===== src/rtl/timer0_pkg.sv =====
// Shared SFR addresses, TMOD mode encodings and small helpers for the 8051 timer 0/1 core.
package timer0_pkg;

  localparam logic [7:0] SFR_TL0 = 8'h8A;
  localparam logic [7:0] SFR_TH0 = 8'h8C;

  typedef enum logic [1:0] {
    TMODE_13BIT  = 2'b00,
    TMODE_16BIT  = 2'b01,
    TMODE_RELOAD = 2'b10,
    TMODE_SPLIT  = 2'b11
  } tmode_e;

  // Field view of the low TMOD nibble: {GATE, C/T, M1, M0}.
  typedef struct packed {
    logic   gate;
    logic   c_t;
    tmode_e mode;
  } tmod_t;

  // TL0/TH0 are not bit-addressable, so only plain byte writes load them.
  function automatic logic byte_write(input logic       wr_en,
                                      input logic       wr_bit_en,
                                      input logic [7:0] addr,
                                      input logic [7:0] target);
    return wr_en & ~wr_bit_en & (addr == target);
  endfunction

endpackage


===== src/rtl/timer0_unit_pin_sync_edge.sv =====
// Two-flop synchronizer for an asynchronous pin plus a falling-edge detector
// that samples the synchronized level once per machine cycle.
module pin_sync_edge #(
  parameter bit DETECT_FALL = 1'b1
) (
  input  logic clock,
  input  logic reset,
  input  logic pin,
  input  logic cycle_en,
  output logic sig
);

  logic sync_meta;
  logic sync_q;
  logic sample_q;

  // NOTE: reset to 1 so an idle-high pin never looks like a falling edge
  // on the first machine cycle after reset is released.
  always_ff @(posedge clock or posedge reset) begin
    if (reset) begin
      sync_meta <= 1'b1;
      sync_q    <= 1'b1;
      sample_q  <= 1'b1;
    end else begin
      // NOTE: non-blocking assignments make each flop capture the value its
      // predecessor held before this edge, giving a true two-stage shift.
      sync_meta <= pin;
      sync_q    <= sync_meta;
      if (cycle_en) sample_q <= sync_q;
    end
  end

  // Edge mode: one-clock pulse on the cycle_en tick where the sampled level
  // drops from 1 to 0. Level mode: plain synchronized pin.
  assign sig = DETECT_FALL ? (cycle_en & sample_q & ~sync_q) : sync_q;

endmodule


===== src/rtl/timer0_unit.sv =====
// Timer/counter 0 core: owns TL0/TH0, counts per TMOD modes 0-3, raises the
// TF0/TF1 set pulses and drives SFR read-back for its two addresses.
module timer0_unit
  import timer0_pkg::*;
#(
  parameter logic [7:0] TL_ADDR = SFR_TL0,
  parameter logic [7:0] TH_ADDR = SFR_TH0
) (
  input  logic       clock,
  input  logic       reset,
  input  logic [7:0] data_in,
  input  logic [7:0] addr,
  input  logic       wr_en,
  input  logic       wr_bit_en,
  input  logic       cycle_en,
  input  logic [3:0] tmod_t0,
  input  logic       tr0,
  input  logic       tr1,
  input  logic       int0_n,
  input  logic       t0_pin,
  output logic [7:0] data_out,
  output logic       sfr_hit,
  output logic       tf0_set,
  output logic       tf1_set
);

  tmod_t      tmod;
  logic [7:0] tl;
  logic [7:0] th;
  logic [7:0] tl_nxt;
  logic [7:0] th_nxt;
  logic       tf0_nxt;
  logic       tf1_nxt;
  logic       int0_sync;
  logic       t0_fall;
  logic       run0;
  logic       tick0;
  logic       tick1;
  logic       wr_tl;
  logic       wr_th;
  logic [5:0] lo5_sum;

  assign tmod = tmod_t0;

  pin_sync_edge #(.DETECT_FALL(1'b1)) u_t0_sync (
    .clock    (clock),
    .reset    (reset),
    .pin      (t0_pin),
    .cycle_en (cycle_en),
    .sig      (t0_fall)
  );

  pin_sync_edge #(.DETECT_FALL(1'b0)) u_int0_sync (
    .clock    (clock),
    .reset    (reset),
    .pin      (int0_n),
    .cycle_en (cycle_en),
    .sig      (int0_sync)
  );

  assign run0  = tr0 & (~tmod.gate | int0_sync);
  assign tick0 = run0 & (tmod.c_t ? t0_fall : cycle_en);
  // Mode 3 borrows timer 1's run bit for TH0, which always counts machine cycles.
  assign tick1 = cycle_en & tr1;

  assign wr_tl = byte_write(wr_en, wr_bit_en, addr, TL_ADDR);
  assign wr_th = byte_write(wr_en, wr_bit_en, addr, TH_ADDR);

  // Mode 0 prescaler: TL[4:0] plus one, bit 5 is the carry into TH.
  assign lo5_sum = {1'b0, tl[4:0]} + 6'd1;

  // A written byte neither counts nor overflows; a carry out of a written TL
  // never reaches TH, and a carry into a written TH is dropped.
  always_comb begin
    // NOTE: every output of this block gets a default first, so no path can
    // leave one unassigned and infer a latch.
    tl_nxt  = tl;
    th_nxt  = th;
    tf0_nxt = 1'b0;
    tf1_nxt = 1'b0;
    case (tmod.mode)
      TMODE_13BIT: begin
        if (tick0 && !wr_tl) begin
          tl_nxt[4:0] = lo5_sum[4:0];
          if (lo5_sum[5] && !wr_th) begin
            th_nxt  = th + 8'd1;
            tf0_nxt = (th == 8'hFF);
          end
        end
      end
      TMODE_16BIT: begin
        if (tick0 && !wr_tl) begin
          tl_nxt = tl + 8'd1;
          if (tl == 8'hFF && !wr_th) begin
            th_nxt  = th + 8'd1;
            tf0_nxt = (th == 8'hFF);
          end
        end
      end
      TMODE_RELOAD: begin
        // Reload uses the TH value held before this edge, even if TH is being written.
        if (tick0 && !wr_tl) begin
          if (tl == 8'hFF) begin
            tl_nxt  = th;
            tf0_nxt = 1'b1;
          end else begin
            tl_nxt = tl + 8'd1;
          end
        end
      end
      TMODE_SPLIT: begin
        if (tick0 && !wr_tl) begin
          tl_nxt  = tl + 8'd1;
          tf0_nxt = (tl == 8'hFF);
        end
        if (tick1 && !wr_th) begin
          th_nxt  = th + 8'd1;
          tf1_nxt = (th == 8'hFF);
        end
      end
      default: ;
    endcase
    if (wr_tl) tl_nxt = data_in;
    if (wr_th) th_nxt = data_in;
  end

  always_ff @(posedge clock or posedge reset) begin
    if (reset) begin
      tl      <= 8'h00;
      th      <= 8'h00;
      tf0_set <= 1'b0;
      tf1_set <= 1'b0;
    end else begin
      tl      <= tl_nxt;
      th      <= th_nxt;
      tf0_set <= tf0_nxt;
      tf1_set <= tf1_nxt;
    end
  end

  assign sfr_hit  = (addr == TL_ADDR) || (addr == TH_ADDR);
  assign data_out = (addr == TL_ADDR) ? tl :
                    (addr == TH_ADDR) ? th : 8'h00;

endmodule

===== config.mk =====
export PLATFORM = sky130hd
export DESIGN_NAME = timer0_unit
export DESIGN_NICKNAME = d
export VERILOG_FILES = /design/src/rtl/timer0_pkg.sv /design/src/rtl/timer0_unit_pin_sync_edge.sv /design/src/rtl/timer0_unit.sv
export SDC_FILE = /design/constraint.sdc
export NUM_CORES = 1
export LEC_CHECK = 0
export ABC_CLOCK_PERIOD_IN_PS = 3100
export CELL_PAD_IN_SITES_DETAIL_PLACEMENT = 1
export CELL_PAD_IN_SITES_GLOBAL_PLACEMENT = 1
export CORE_AREA = 2 2 66 68
export CTS_CLUSTER_SIZE = 30
export DETAILED_ROUTE_END_ITERATION = 8
export DIE_AREA = 0 0 68 70
export PLACE_DENSITY_LB_ADDON = 0.1
export SLEW_MARGIN = 40
export SYNTH_ARGS = -nofsm -noshare
export SYNTH_HDL_FRONTEND = slang
export SYNTH_SLANG_ARGS = --single-unit

===== constraint.sdc =====
create_clock -name clock -period 3.1 [get_ports clock]
set_clock_uncertainty 0.1 [all_clocks]
set_input_delay 0.31 -clock clock [delete_from_list [all_inputs] [get_ports clock]]
set_output_delay 0.31 -clock clock [all_outputs]
set_load 0.02 [all_outputs]

======== Word level (Yosys, flattened, before mapping) ========
Index checks and enable logic that the tools add are counted.
operators by class
  multiplexer cells ....................... 27
  bitwise operators ....................... 12
  add/subtract/negate cells ............... 3
  eq/ne operators ......................... 15
  reduce and logical (&&, ||, !) cells .... 14
operators by type and width
  kind                   number
  $mux W8                12
  $eq A8 B8 Y1 const B   4
  $pmux W8 S3            1
  $ne A3 B3 Y1 const B   7
  $add A8 B1 Y8 const B  2
  $pmux W5 S3            1
  $mux W1                10
  $and A1 B1 Y1          8
  $add A5 B1 Y6 const B  1
  $pmux W3 S2            1
  $reduce_and A3 Y1      2
  $reduce_and A6 Y1      1
  $mux W5                1
  $eq A2 B2 Y1 const B   2
  $logic_and A1 B1 Y1    4
  $pmux W1 S4            1
  $reduce_bool A4 Y1     1
  $ne A3 B1 Y1 const B   1
  $not A1 Y1             3
  $reduce_bool A3 Y1     1
  $eq A2 B1 Y1 const B   1
  $logic_not A1 Y1       2
  $logic_not A2 Y1       1
  $reduce_or A2 Y1       1
  other kinds (2)        2
word-level totals
  word-level logic and storage cells ...... 81
  output and inout port bits .............. 11
  register bits after elaboration ......... 23

======== Depth between registers and ports, before layout ========
  depth after elaboration ................. 9
  gate-level depth with buffers ........... 8

======== Hierarchy ========
Synthesis repeated with hierarchy kept, for this count alone.
second synthesis, totals
  cells, all modules ...................... 173
  area, all modules ....................... 1536.5 µm²
modules (own cells, without submodules)
  module                        area an instance (µm²)  times used  cells an instance
  timer0_unit                   1372.6                  1           164
  pin_sync_edge at u_t0_sync    107.6                   1           6
  pin_sync_edge at u_int0_sync  56.3                    1           3

======== Worst setup path after synthesis ========
OpenSTA, ideal clock, no wires.
  path kind ............................... input to output
  start ................................... input port addr[0]
  end ..................................... output port data_out[0]
  setup slack ............................. 870 ps
  data required time ...................... 2690 ps
  buffers on the path ..................... 1
  data arrival time ....................... 1820 ps
  stages on the path ...................... 4
  cell sequence ........................... or4b_4 > buf_6 > nor3_1 > a22o_1
on the way
  longest elaborated chain between the ends .. 3
  elaborated cells on any way between the ends .. 4
  classes of those cells .................. eq/ne (2); mux (2)
RTL lines
  what                line                RTL
  start: declaration  timer0_unit.sv:12   input logic [7:0] addr,
  $eq A8 B8 Y1        timer0_unit.sv:143  (addr == TH_ADDR) ? th : 8'h00;
  $mux W8             timer0_unit.sv:143
  $mux W8 (*)         timer0_unit.sv:142  assign data_out = (addr == TL_ADDR) ? tl :
  end: declaration    timer0_unit.sv:21   output logic [7:0] data_out,
Mark *: on every way between the ends. The rest lies on a longest branch, timed or not.

======== Worst setup path in the final report ========
  start ................................... input port addr[0]
  end ..................................... output port data_out[2]
The elaborated chain is that of the path after synthesis.

==> impl_metrics.toml <==
[critical_path]
cp_top_family = "simple AND/OR/NAND/NOR gates"
worstRegToRegCells = 7
setup.worst_path.end_class = "output port"
crit_fanout = 9
path_buf_inv = 2
cp_common_cell = "clkdlybuf4s50_1"
crit_type = "in -> out"
required_ps = 2690
max_stage_delay_ps = 610
cp.arrival_ps = 2540
start_kind = "input pin"
worst-path-stages = 5
crit_slowest_cell = "clkdlybuf4s50_1"
worstPathCellList = "clkdlybuf4s50_1, or4b_4, nor3_4, a22o_1, clkdlybuf4s50_1"

[timing]
slew_violations = 0
rsz0062_at_grt = "false"
min_period_ps = 2950
whs_ps = 261
setup_viol = 0
max_freq_mhz = 338
hold_viol_final = 0
fin_tns_setup_ps = 0
tightestPinTransition_ps = 656
fin_crit_sh_pct = 95.3
max-slew-margin-rel_pct = 56.0

[floorplanning]
die_height_um = 70
pin_count = 40
fp-row-count = 24
initial_core_util_pct = 37.3
core_area_mm2 = 0.00414
die_area_mm2 = 0.00476
die_width_um = 68

[drt]
vias_per_cell = 5.71
vias = 1468
topRoutingLayerUsed = "met4"
drc = 0
drt-total-wl_um = 4730
wl_met2_um = 2460
drtIter0Drc = 62
wl_per_cell_um = 18.4
dr_wl_met3_um = 157
wl_met1_um = 2040
ant_nets = 0
firstDrtPassIters = 4

[clock_network]
cts_setup_buffers = 0
cts_tree = "done"
ctsHtreeMaxLevel = 1
cts.path.max_buffers = 2
clk-insertion-delay-late_ps = 270
clk_pin_slew_ps = 80
cts.sinks = 23
ctsHoldBuffers = 0
cts_root_buffer = "clkbuf_8"
cts_buffers = 3
cts_resized = 0

[min_path]
min_path_type = "reg -> reg"
holdPathStages = 0

[power_and_ir_drop]
clkPwrFrac_pct = 20.8
pwr-share-seq_pct = 52.0
power_frac_comb_pct = 27.2
p_int_w = 0.000589
ir_drop_mv = 0.222
p_sw_w = 0.000336
total_leakage_power_nw = 0.772
power_density_mw_per_mm2 = 455
p_sw_share_pct = 36.3

[placement]
dp_hpwl_um = 3670
dp_cells = 253
port_buffers = 39
routabilityCongestion = 0.840

[global_route]
grt_max_degree = 24
antenna_found_initial = 0
grt_pass1_vias = 1546
grt-ovfl-total = 0
grt_pass1_wl_um = 7870
grt_use_total_pct = 21.9

[logic_synthesis]
synthTopCellsByArea = "dfrtp_1 (29%), dfstp_2 (8.5%), a21oi_1 (5.2%)"
synth-edff-count = 0
synth_flop_cell = "dfrtp_1"
syn-cell-area_mm2 = 0.00155
synth_top_family_by_area = "simple AND/OR/NAND/NOR gates"
syn_inst = 165
synth_mux_area_share_pct = 4.04
synth_compound_area_share_pct = 20.4
synth.distinct_cells = 51
seq_area_frac_synth_pct = 37.6
synthArstFlopShare_pct = 100
ys_warn_count = 0
synth_nets = 196
yosysTopAreaCell = "dfrtp_1"
ys_seq_elements = 23
synth_top_area_share_pct = 29.1
synthSimpleGateAreaFrac_pct = 28.7
synthXorXnorAreaFrac_pct = 4.53
synth_adder_area_share_pct = 1.62
avgSynthCellArea_um2 = 9.38

[layout]
antenna_cells = 0
regArea_um2 = 582
final_common_cell = "clkdlybuf4s50_1"
final_nets = 237
multi_input_area_um2 = 917
final_cell_mix = "clkdlybuf4s50_1 (39), dfrtp_1 (18), nor2_1 (17)"
syn_to_final_growth_pct = 31.2
fillers = 492
final_cell_count_no_fill = 257
utilization_pct = 49.0
drive_gt1_share_pct = 13.2

[run_status]
status = "complete, no violations"

[flow_run]
cap_violations = 0
[per-layer routing]
metal,global-route usage (%),vias to the layer above
met5,0,-
met4,6.00,0
li1,-,698
met3,2.42,4
met1,29.5,744
met2,36.7,22
[power groups by stage]
| stage | clock network, W | registers [W] | logic, W |
|---|---|---|---|
| after floorplan | 0 | 0.000434 | 0.000189 |
| after global placement | 0 | 0.000482 | 0.000244 |
| after detailed placement | 0 | 0.000484 | 0.000253 |
| after CTS | 0.000200 | 0.000479 | 0.000255 |
| after global routing | 0.000212 | 0.000495 | 0.000286 |
| final | 0.000192 | 0.000481 | 0.000252 |
[worst paths after layout]
check / slack (ps) / to / start
setup reg to reg: 800 / tl[3] / tl[0]
hold / removal: 260 / u_t0_sync.sync_q / u_t0_sync.sync_meta
min in group asynchronous: 280 / th[3] / reset
hold reg to reg: 260 / u_t0_sync.sync_q / u_t0_sync.sync_meta
setup / recovery: 150 / data_out[2] / addr[0]
max in group asynchronous: 2260 / u_t0_sync.sample_q / reset
[Yosys cell counts, drive strengths merged (3+ instances only)]
master,count
dfstp,5
nand2,11
o21ai,7
nand4,5
dfrtp,18
nand2b,7
a31oi,3
mux2i,4
a22o,8
a211oi,4
and3,3
buf,4
nand3,5
a21oi,17
nor3,7
xnor2,7
nor2,17
[through the flow]
stage,setup slack (ps),power [W],cell area [um^2]
floorplan,870,0.000622,1550
global placement,192,0.000726,1980
detailed placement,141,0.000738,1980
CTS,141,0.000934,2030
global route,51.9,0.000993,2030
finish,145,0.000925,2030
[sequential cells by signal (all words and copies together) (netlist names)]
name and count:
tl 8, u_int0_sync.sig 1, u_int0_sync.sync_meta 1, tf1_set 1, u_t0_sync.sync_q 1, tf0_set 1, th 8, u_t0_sync.sync_meta 1
u_t0_sync.sample_q 1
[worst register-to-register path, cell delays in order (launching register included)]
cell	delay [ps]
dfrtp_1	460
ha_1	390
nand4_1	210
nor3_2	430
nor2b_1	90
o21ai_0	150
o21ai_0	100
mux2_2	270
[cell type report]
cell class | count | area share (%)
Sequential cell | 23 | 28.7
Clock buffer | 3 | 2.03
Tap cell | 52 | 3.20
Multi-Input combinational cell | 134 | 45.2
Clock inverter | 1 | 0.246
Timing Repair Buffer | 42 | 20.3
Inverter | 2 | 0.370
[kinds of logic (layout without fill, tap and decap cells)]
| family | Yosys count | after routing |
|---|---|---|
| and+or+nand+nor | 72 | 72 |
| AOI/OAI and AO/OA | 46 | 46 |
| DFF | 23 | 23 |
| xor gates and xnor gates | 8 | 8 |
| buffers and inverters | 8 | 48 |
| muxes | 6 | 6 |
| adders and majority gates | 2 | 2 |
(Power assumes the default switching activity.)
